## config.mk

```make
export PLATFORM = sky130hd
export DESIGN_NAME = spi_flash_responder
export DESIGN_NICKNAME = d
export VERILOG_FILES = /design/src/rtl/spi_flash_pkg.sv /design/src/rtl/spi_flash_responder_edge_sync.sv /design/src/rtl/spi_flash_responder.sv
export SDC_FILE = /design/constraint.sdc
export NUM_CORES = 1
export LEC_CHECK = 0
export CORE_ASPECT_RATIO = 0.9
export CORE_MARGIN = 3
export CORE_UTILIZATION = 25
export DETAILED_ROUTE_END_ITERATION = 10
export PLACE_DENSITY = 0.52
export SLEW_MARGIN = 30
export SYNTH_ARGS = -nofsm -noshare
export SYNTH_HDL_FRONTEND = slang
export SYNTH_SLANG_ARGS = --single-unit
```

## constraint.sdc

```tcl
create_clock -name clk -period 3.28 [get_ports clk]
set_input_delay 0.492 -clock clk [delete_from_list [all_inputs] [get_ports clk]]
set_output_delay 0.492 -clock clk [all_outputs]
set_load 0.03 [all_outputs]
```

## src/rtl/spi_flash_pkg.sv

```systemverilog
// Shared definitions for the SPI NOR-flash READ responder.
//   CMD_READ            : the only command byte the responder serves
//   state_t             : transaction state encoding
//   DEFAULT_ADDR_WIDTH  : default flash address width in bits
package spi_flash_pkg;

  localparam logic [7:0] CMD_READ           = 8'h03;
  localparam int         DEFAULT_ADDR_WIDTH = 24;

  typedef enum logic [2:0] {
    IDLE   = 3'd0,
    CMD    = 3'd1,
    ADDR0  = 3'd2,
    ADDR1  = 3'd3,
    ADDR2  = 3'd4,
    DATA   = 3'd5,
    IGNORE = 3'd6
  } state_t;

endpackage

```

## src/rtl/spi_flash_responder_edge_sync.sv

```systemverilog
// Brings the asynchronous SPI pins into the clk domain and flags sclk edges.
// Ports:
//   clk, reset              : system clock, async active-high reset
//   spi_cs/spi_sclk/spi_mosi: raw SPI pins
//   sclk_rise / sclk_fall   : one-cycle pulses on synchronised sclk edges
//   cs_active               : synchronised chip select, asserted high
//   mosi_s                  : synchronised mosi, aligned with the sclk edges
module spi_edge_sync #(
  parameter int SYNC_STAGES = 2
) (
  input  logic clk,
  input  logic reset,
  input  logic spi_cs,
  input  logic spi_sclk,
  input  logic spi_mosi,
  output logic sclk_rise,
  output logic sclk_fall,
  output logic cs_active,
  output logic mosi_s
);

  logic [SYNC_STAGES-1:0] cs_q;
  logic [SYNC_STAGES-1:0] sclk_q;
  logic [SYNC_STAGES-1:0] mosi_q;
  logic                   sclk_d;

  // Pins reset to their idle levels (cs deselected, sclk high in mode 3)
  // so leaving reset never fabricates an edge or a selection.
  always_ff @(posedge clk or posedge reset) begin
    if (reset) begin
      cs_q   <= '1;
      sclk_q <= '1;
      mosi_q <= '0;
      sclk_d <= 1'b1;
    end else begin
      cs_q   <= {cs_q[SYNC_STAGES-2:0], spi_cs};
      sclk_q <= {sclk_q[SYNC_STAGES-2:0], spi_sclk};
      mosi_q <= {mosi_q[SYNC_STAGES-2:0], spi_mosi};
      sclk_d <= sclk_q[SYNC_STAGES-1];
    end
  end

  assign sclk_rise = sclk_q[SYNC_STAGES-1] & ~sclk_d;
  assign sclk_fall = ~sclk_q[SYNC_STAGES-1] & sclk_d;
  assign cs_active = ~cs_q[SYNC_STAGES-1];
  assign mosi_s    = mosi_q[SYNC_STAGES-1];

endmodule

```

## src/rtl/spi_flash_responder.sv

```systemverilog
// SPI mode-3 target emulating a serial NOR flash that answers READ (0x03).
// Bytes are fetched from a synchronous byte-wide memory port and streamed
// out MSB first in ascending address order.
// Ports:
//   clk, reset        : system clock, async active-high reset
//   spi_cs            : chip select, active low
//   spi_sclk          : SPI clock, idles high
//   spi_mosi          : master-out data, MSB first
//   spi_miso          : target-out data (1 when not streaming)
//   mem_addr          : byte address presented with mem_rd
//   mem_rd            : one-cycle read strobe
//   mem_rdata         : read data, valid one clk after mem_rd
//   busy              : synchronised chip select active
//   cmd_err           : one-cycle pulse when an unsupported command completes
//
// state  | meaning
// IDLE   | deselected, miso held 1
// CMD    | shifting in the command byte
// ADDR0  | shifting in address bits [23:16]
// ADDR1  | shifting in address bits [15:8]
// ADDR2  | shifting in address bits [7:0]
// DATA   | streaming memory bytes on miso, prefetching the next one
// IGNORE | unsupported command, wait for deselect
module spi_flash_responder
  import spi_flash_pkg::*;
#(
  parameter int ADDR_WIDTH  = DEFAULT_ADDR_WIDTH,
  parameter int SYNC_STAGES = 2
) (
  input  logic                  clk,
  input  logic                  reset,
  input  logic                  spi_cs,
  input  logic                  spi_sclk,
  input  logic                  spi_mosi,
  output logic                  spi_miso,
  output logic [ADDR_WIDTH-1:0] mem_addr,
  output logic                  mem_rd,
  input  logic [7:0]            mem_rdata,
  output logic                  busy,
  output logic                  cmd_err
);

  logic sclk_rise;
  logic sclk_fall;
  logic cs_active;
  logic mosi_s;

  spi_edge_sync #(
    .SYNC_STAGES(SYNC_STAGES)
  ) u_edge_sync (
    .clk      (clk),
    .reset    (reset),
    .spi_cs   (spi_cs),
    .spi_sclk (spi_sclk),
    .spi_mosi (spi_mosi),
    .sclk_rise(sclk_rise),
    .sclk_fall(sclk_fall),
    .cs_active(cs_active),
    .mosi_s   (mosi_s)
  );

  state_t      state;
  state_t      next_state;
  logic [2:0]  bit_cnt;
  logic [6:0]  rx_sr;
  logic [22:0] addr_sr;
  logic [7:0]  tx_sr;
  logic        load_pending;

  logic        byte_done;
  logic        rd_first;
  logic        rd_next;
  logic        err_now;
  logic [7:0]  rx_byte;
  logic [23:0] addr_full;

  // Values as they will stand once the bit arriving this cycle is included.
  assign rx_byte   = {rx_sr, mosi_s};
  assign addr_full = {addr_sr, mosi_s};

  always_ff @(posedge clk or posedge reset) begin
    if (reset) begin
      state <= IDLE;
    end else begin
      state <= next_state;
    end
  end

  // Deselect overrides everything, which also discards any sclk edge that
  // shows up in the same synchronised cycle.
  always_comb begin
    next_state = state;
    byte_done  = cs_active && sclk_rise && (bit_cnt == 3'd7);
    rd_first   = 1'b0;
    rd_next    = 1'b0;
    err_now    = 1'b0;
    if (!cs_active) begin
      next_state = IDLE;
    end else begin
      case (state)
        IDLE:    next_state = CMD;
        CMD: begin
          if (byte_done) begin
            if (rx_byte == CMD_READ) begin
              next_state = ADDR0;
            end else begin
              next_state = IGNORE;
              err_now    = 1'b1;
            end
          end
        end
        ADDR0:   if (byte_done) next_state = ADDR1;
        ADDR1:   if (byte_done) next_state = ADDR2;
        ADDR2: begin
          if (byte_done) begin
            next_state = DATA;
            rd_first   = 1'b1;
          end
        end
        DATA:    rd_next = byte_done;
        IGNORE:  next_state = IGNORE;
        default: next_state = IDLE;
      endcase
    end
  end

  always_ff @(posedge clk or posedge reset) begin
    if (reset) begin
      bit_cnt      <= '0;
      rx_sr        <= '0;
      addr_sr      <= '0;
      tx_sr        <= '0;
      load_pending <= 1'b0;
      mem_addr     <= '0;
      mem_rd       <= 1'b0;
      cmd_err      <= 1'b0;
      spi_miso     <= 1'b1;
    end else begin
      mem_rd       <= rd_first | rd_next;
      load_pending <= rd_first | rd_next;
      cmd_err      <= err_now;

      if (rd_first) begin
        mem_addr <= addr_full[ADDR_WIDTH-1:0];
      end else if (rd_next) begin
        mem_addr <= mem_addr + ADDR_WIDTH'(1);
      end

      if (!cs_active || state == IDLE) begin
        bit_cnt <= '0;
      end else if (sclk_rise) begin
        bit_cnt <= bit_cnt + 3'd1;
      end

      if (cs_active && sclk_rise) begin
        rx_sr <= rx_byte[6:0];
        if (state inside {ADDR0, ADDR1, ADDR2}) begin
          addr_sr <= addr_full[22:0];
        end
      end

      // A read answered after deselect is dropped rather than loaded.
      if (cs_active && load_pending) begin
        tx_sr <= mem_rdata;
      end else if (cs_active && state == DATA && sclk_fall) begin
        tx_sr <= {tx_sr[6:0], 1'b0};
      end

      if (!cs_active || state != DATA) begin
        spi_miso <= 1'b1;
      end else if (sclk_fall) begin
        spi_miso <= tx_sr[7];
      end
    end
  end

  assign busy = cs_active;

endmodule

```

==> results.yml, run 1 <==
global_route:
  first_global_vias: 2536
  grt_usage_pct: 10.12
  antenna_found_initial: 0
  gr-total-overflow: 0
  grt_first_pass_wirelength_um: 12970
  grt_max_degree: 50
layout:
  register_area_um2: 1959
  layout_commonest_cell: "dfrtp_1"
  drive_gt1_share_pct: 17.21
  diodes: 0
  final_nets: 378
  areaGrowthSynthToFinish_pct: 24.54
  multi_input_area_um2: 1524
  final_cell_mix: "dfrtp_1 (72), clkdlybuf4s50_1 (40), nand2_1 (36), mux2_2 (30), nor2_1 (26)"
  n_fill_cell: 1437
setup_path:
  r2r_slack_ns: 0.94
  cp-start-kind: "flop"
  r2r.worst_path.cells: 7
  criticalPathCategory: "reg2reg"
  worst-endpoint-required_ns: 3.48
  crit_arrival_ns: 2.54
  crit_fanout: 11
  r2r-end: "mem_addr[17]$_DFFE_PP0P_"
  rr_startpoint: "bit_cnt[0]$_DFFE_PP0P_"
  crit_path_end_kind: "flop"
yosys:
  syn_inst: 324
  synth_edf_count: 0
  ys_seq_elements: 78
  synth.avg_cell_area_um2: 11.13
  synth-simple-area-share_pct: 17.77
  synth_area_um2: 3605
  ys_warn_count: 0
  synthArstFlopShare_pct: 100.0
  muxShareOfSynthArea_pct: 11.87
  yosysSeqAreaShare_pct: 54.36
  synthesis.nets: 340
  synth_compound_area_share_pct: 7.636
  yosys_most_used_dff: "dfrtp_1"
  synth_top_family_by_area: "simple AND/OR/NAND/NOR gates"
  synth_fa_ha_area_share_pct: 1.041
  synth_xor_area_share_pct: 3.888
  synthDistinctLibCells: 46
clock_network:
  cts_hold_buf: 0
  cts_resized: 0
  cts_tree: "done"
  cts.path.max_buffers: 2
  numClockSinks: 78
  htree_levels: 3
  cts_buffers: 9
  clk-insertion-delay-late_ns: 0.33
  cts_setup_buffers: 0
  root_buffer: "clkbuf_16"
  clkTransAtPathRegs_ns: 0.06
job:
  cap_violations: 0
sta:
  setup_tns_ns: 0
  final_hold_viol_count: 0
  period_share_pct: 71.45
  period_minus_slack_ns: 2.344
  rsz0062_at_grt: "no"
  slew_headroom_pct: 48.63
  setup_viol: 0
  drv_slew: 0
  max_freq_mhz: 426.7
  setup_slack_ns: 0.9364
  skew_ns: 0.004381
  worst_slew_pin_slew_ns: 0.7676
detailed_routing:
  drt-initial-drc-count: 98
  drt_wl_total_um: 7628
  vias_per_cell: 4.409
  drtAntennaViolNets: 0
  drt-pass1-iter-count: 4
  drc: 0
  vias: 2447
  wire_per_inst_um: 13.74
pwr:
  ir_drop_mv: 0.2011
  powerDensity_nw_per_um2: 480.0
  p_leak_uw: 0.001916
placement:
  place_ws_ns: 0.9342
  post-dp-hpwl_um: 5344
  port_buffers: 40
  place.gp.congestion: 0.7523
floorplan:
  rows: 40
  ios: 41
  core_um2: 13710
  design.die.area_um2: 15900
  start_util_pct: 26.29
  die_width_um: 132.6
  fp.dieH_um: 119.9
min_path:
  whs_endpoint: "u_edge_sync.mosi_q[1]$_DFF_PP0_"
  hold_depth: 0
  min_path_type: "reg2reg"
  hold_start: "u_edge_sync.mosi_q[0]$_DFF_PP0_"
run_status:
  run_status: "completed"
==> routing by layer <==
| metal | global-route usage (%) | routed length [µm] |
|---|---|---|
| met5 | 0 | 0 |
| met4 | 4.026 | 140 |
| met3 | 1.970 | 175 |
| met2 | 16.17 | 3486 |
| met1 | 13.55 | 3825 |
==> critical path, stage by stage, from the launching register on <==
cell and delay (ns):
dfrtp_1 0.36, ha_1 0.15, ha_1 0.16, and4bb_1 0.50
nand3_2 0.38, nor4_1 0.43, xnor2_1 0.16, a21oi_1 0.08
==> worst max-delay path by stage <==
stage / from / end / slack, ns / depth (start not counted)
finish: bit_cnt[0]$_DFFE_PP0P_ / mem_addr[17]$_DFFE_PP0P_ / 0.94 / 7
global route: bit_cnt[1]$_DFFE_PP0P_ / mem_addr[17]$_DFFE_PP0P_ / 0.80 / 7
CTS: bit_cnt[0]$_DFFE_PP0P_ / mem_addr[17]$_DFFE_PP0P_ / 0.91 / 7
detailed placement: bit_cnt[0]$_DFFE_PP0P_ / mem_addr[17]$_DFFE_PP0P_ / 0.93 / 7
global placement: bit_cnt[0]$_DFFE_PP0P_ / mem_addr[17]$_DFFE_PP0P_ / 0.98 / 7
floorplan: reset / addr_sr[0]$_DFFE_PP0P_ / 0.80 / 1
==> synthesized netlist by cell type, drive strengths merged (6+ instances only) <==
cell	count	share of area (%)
nor3	15	2.1
mux2i	9	2.5
mux2	30	9.4
nand3	7	1.1
nand2	37	3.9
buf	13	2.4
xnor2	14	3.4
dfstp	6	4.4
inv	6	0.62
a21oi	14	1.9
nor2	26	2.7
o21ai	18	2.5
dfrtp	72	50
==> sequential cells by signal, summed over array words and instances, names as in the netlist, 2 cells and up <==
signal              cells
mem_addr               24
addr_sr                23
tx_sr                   8
rx_sr                   7
bit_cnt                 3
state                   3
u_edge_sync.cs_q        2
u_edge_sync.mosi_q      2
u_edge_sync.sclk_q      2
==> kinds of logic (layout without fill, tap and decap cells) <==
logic type / Yosys count / after routing
AO/OA/AOI/OAI: 47 / 47
XOR/XNOR: 16 / 16
adder cells (fa/ha/maj): 3 / 3
buffers and inverters: 23 / 65
flip-flops: 78 / 78
multiplexers: 39 / 39
AND/OR/NAND/NOR: 118 / 118
==> power by group <==
group	switching, µW	internal [µW]
Combinational	43.0	50.6
Sequential	29.3	1010
Clock	368	658
Total	440	1710
==> final cells by class <==
class | count | share of cell area (%)
inverter | 6 | 0.5017
sequential | 78 | 43.65
clock inverter | 5 | 1.672
tap | 189 | 5.268
timing repair buffer | 44 | 9.866
multi-input combinational | 223 | 33.95
clock buffer | 10 | 5.100
==> through the flow <==
step	total power, µW	utilization (%)	instances	hold slack [ns]	area (µm²)
2_1_floorplan	1107	-	324	0.3312	3605
3_3_place_gp	1145	30.50	540	0.3370	4183
3_5_place_dp	1148	30.50	540	0.3371	4183
4_1_cts	2184	32.72	555	0.3495	4487
5_1_grt	2242	32.74	555	0.3602	4489
6_report	2155	32.74	555	0.3487	4489
Power figures use the tool's default switching activity.
==> run 2, diff against run 1 <==
PLACE_DENSITY = 0.53   (was 0.52)
clock period = 2 ns   (was 3.28 ns; I/O delays follow)
==> results.yml, run 2 (same netlist as run 1, synthesis figures left out) <==
run_status:
  run_status: "completed"
floorplan:
  die_width_um: 132.6
  fp.dieH_um: 119.9
  ios: 41
  start_util_pct: 26.29
  core_um2: 13710
  design.die.area_um2: 15900
  rows: 40
global_route:
  grt_usage_pct: 10.70
  antenna_found_initial: 0
  grt_first_pass_wirelength_um: 13600
  first_global_vias: 2611
  grt_max_degree: 79
  gr-total-overflow: 0
clock_network:
  cts_tree: "done"
  cts_buffers: 9
  htree_levels: 3
  clk-insertion-delay-late_ns: 0.34
  root_buffer: "clkbuf_16"
  cts_hold_buf: 0
  cts.path.max_buffers: 2
  numClockSinks: 78
  clkTransAtPathRegs_ns: 0.06
detailed_routing:
  drt-initial-drc-count: 105
  vias: 2539
  drtAntennaViolNets: 0
  drt-pass1-iter-count: 4
  drt_wl_total_um: 8038
  drc: 0
  vias_per_cell: 4.454
  wire_per_inst_um: 14.10
layout:
  reg.largest.list: "mem_addr: 24 flops, addr_sr: 23 flops, tx_sr: 8 flops"
  largest-register: "mem_addr"
  diodes: 0
  design_area_um2: 4674
  largest_reg_flops: 24
  final_nets: 392
  fin_util_pct: 34.09
  drive_gt1_share_pct: 22.31
  areaGrowthSynthToFinish_pct: 29.68
  final_cell_mix: "dfrtp_1 (72), clkdlybuf4s50_1 (39), nand2_1 (36), mux2_2 (30), nor2_1 (25)"
  layout_commonest_cell: "dfrtp_1"
sta:
  setup_viol: 0
  period_minus_slack_ns: 1.928
  skew_ns: 0.006186
  period_share_pct: 96.41
  final_hold_viol_count: 0
  slew_headroom_pct: 60.98
  drv_slew: 0
  worst_slew_pin_slew_ns: 0.5706
  rsz0062_at_grt: "yes"
  max_freq_mhz: 518.6
pwr:
  p_leak_uw: 0.002024
  ir_drop_mv: 0.3422
  powerDensity_nw_per_um2: 746.6
placement:
  port_buffers: 40
  detailed_place.area_um2: 4309
  place.gp.congestion: 0.7782
  post-dp-hpwl_um: 5610
setup_path:
  crit_start: "bit_cnt[0]$_DFFE_PP0P_"
  r2r_slack_ns: 0.07
  crit_path_end_kind: "flop"
  crit_fanout: 6
  r2r.worst_path.cells: 8
  worst-endpoint-required_ns: 2.21
  cp-start-kind: "flop"
  endpoint: "mem_addr[22]$_DFFE_PP0P_"
  criticalPathCategory: "reg2reg"
  rr_startpoint: "bit_cnt[0]$_DFFE_PP0P_"
  r2r-end: "mem_addr[22]$_DFFE_PP0P_"
  crit_arrival_ns: 2.14
job:
  cap_violations: 0
min_path:
  min_path_type: "reg2reg"
  hold_start: "u_edge_sync.mosi_q[0]$_DFF_PP0_"
-- run 2: worst max-delay path, cell delays in order, from the launching register on --
cell and delay, ns:
dfrtp_1 0.36, ha_2 0.17, ha_2 0.17, and4bb_4 0.31, buf_6 0.12, nand4_4 0.15, nor3_1 0.28, xnor2_1 0.15
a21oi_1 0.08
-- run 2: power breakdown --
part / switching [µW] / internal (µW)
clock network: 669 / 970
logic: 73.6 / 84.6
registers: 43.2 / 1650
total: 786 / 2700
-- run 2: routing by layer --
metal	track usage (%)	part of all wire [%]
met4	4.740	2.0
met3	1.970	2.1
met1	14.91	51
met2	16.23	45
met5	0	0
-- run 2: worst min path at each step --
stage,end,cells past startpoint
2_1_floorplan,u_edge_sync.cs_q[0]$_DFF_PP1_,0
3_3_place_gp,u_edge_sync.mosi_q[1]$_DFF_PP0_,0
3_5_place_dp,u_edge_sync.mosi_q[1]$_DFF_PP0_,0
4_1_cts,u_edge_sync.mosi_q[1]$_DFF_PP0_,0
5_1_grt,u_edge_sync.sclk_q[1]$_DFF_PP1_,0
6_report,u_edge_sync.mosi_q[1]$_DFF_PP0_,0
-- run 2: final cells by class --
type / instances / area [µm²]
fillers: 1414 / 9039
flip-flops and latches: 78 / 1959
multi-input cells: 223 / 1570
repair buffers: 58 / 583.1
well taps: 189 / 236.5
clock buffers: 9 / 225.2
clock inverters: 7 / 73.82
inverters: 6 / 26.28
-- run 2: repair_timing --
item | in CTS | in global routing
cloned | 0 | 0
endpoints found under the setup margin | 3 | 11
resized for setup | 1 | 12
buffers inserted | 0 | 1
pin swaps | 0 | 7
-- run 2: metrics by stage --
| stage | setup TNS [ns] | total power, µW | hold slack [ns] | setup WS [ns] | cells |
|---|---|---|---|---|---|
| 5_1_grt | -0.1290 | 3634 | 0.3596 | -0.04400 | 570 |
| 3_5_place_dp | 0 | 1885 | 0.3426 | 0.0003857 | 553 |
| 2_1_floorplan | 0 | 1816 | 0.3045 | 0.1632 | 324 |
| 6_report | 0 | 3490 | 0.3566 | 0.07185 | 570 |
| 4_1_cts | 0 | 3531 | 0.3568 | 0.02652 | 569 |
| 3_3_place_gp | 0 | 1879 | 0.3339 | 0.05628 | 553 |
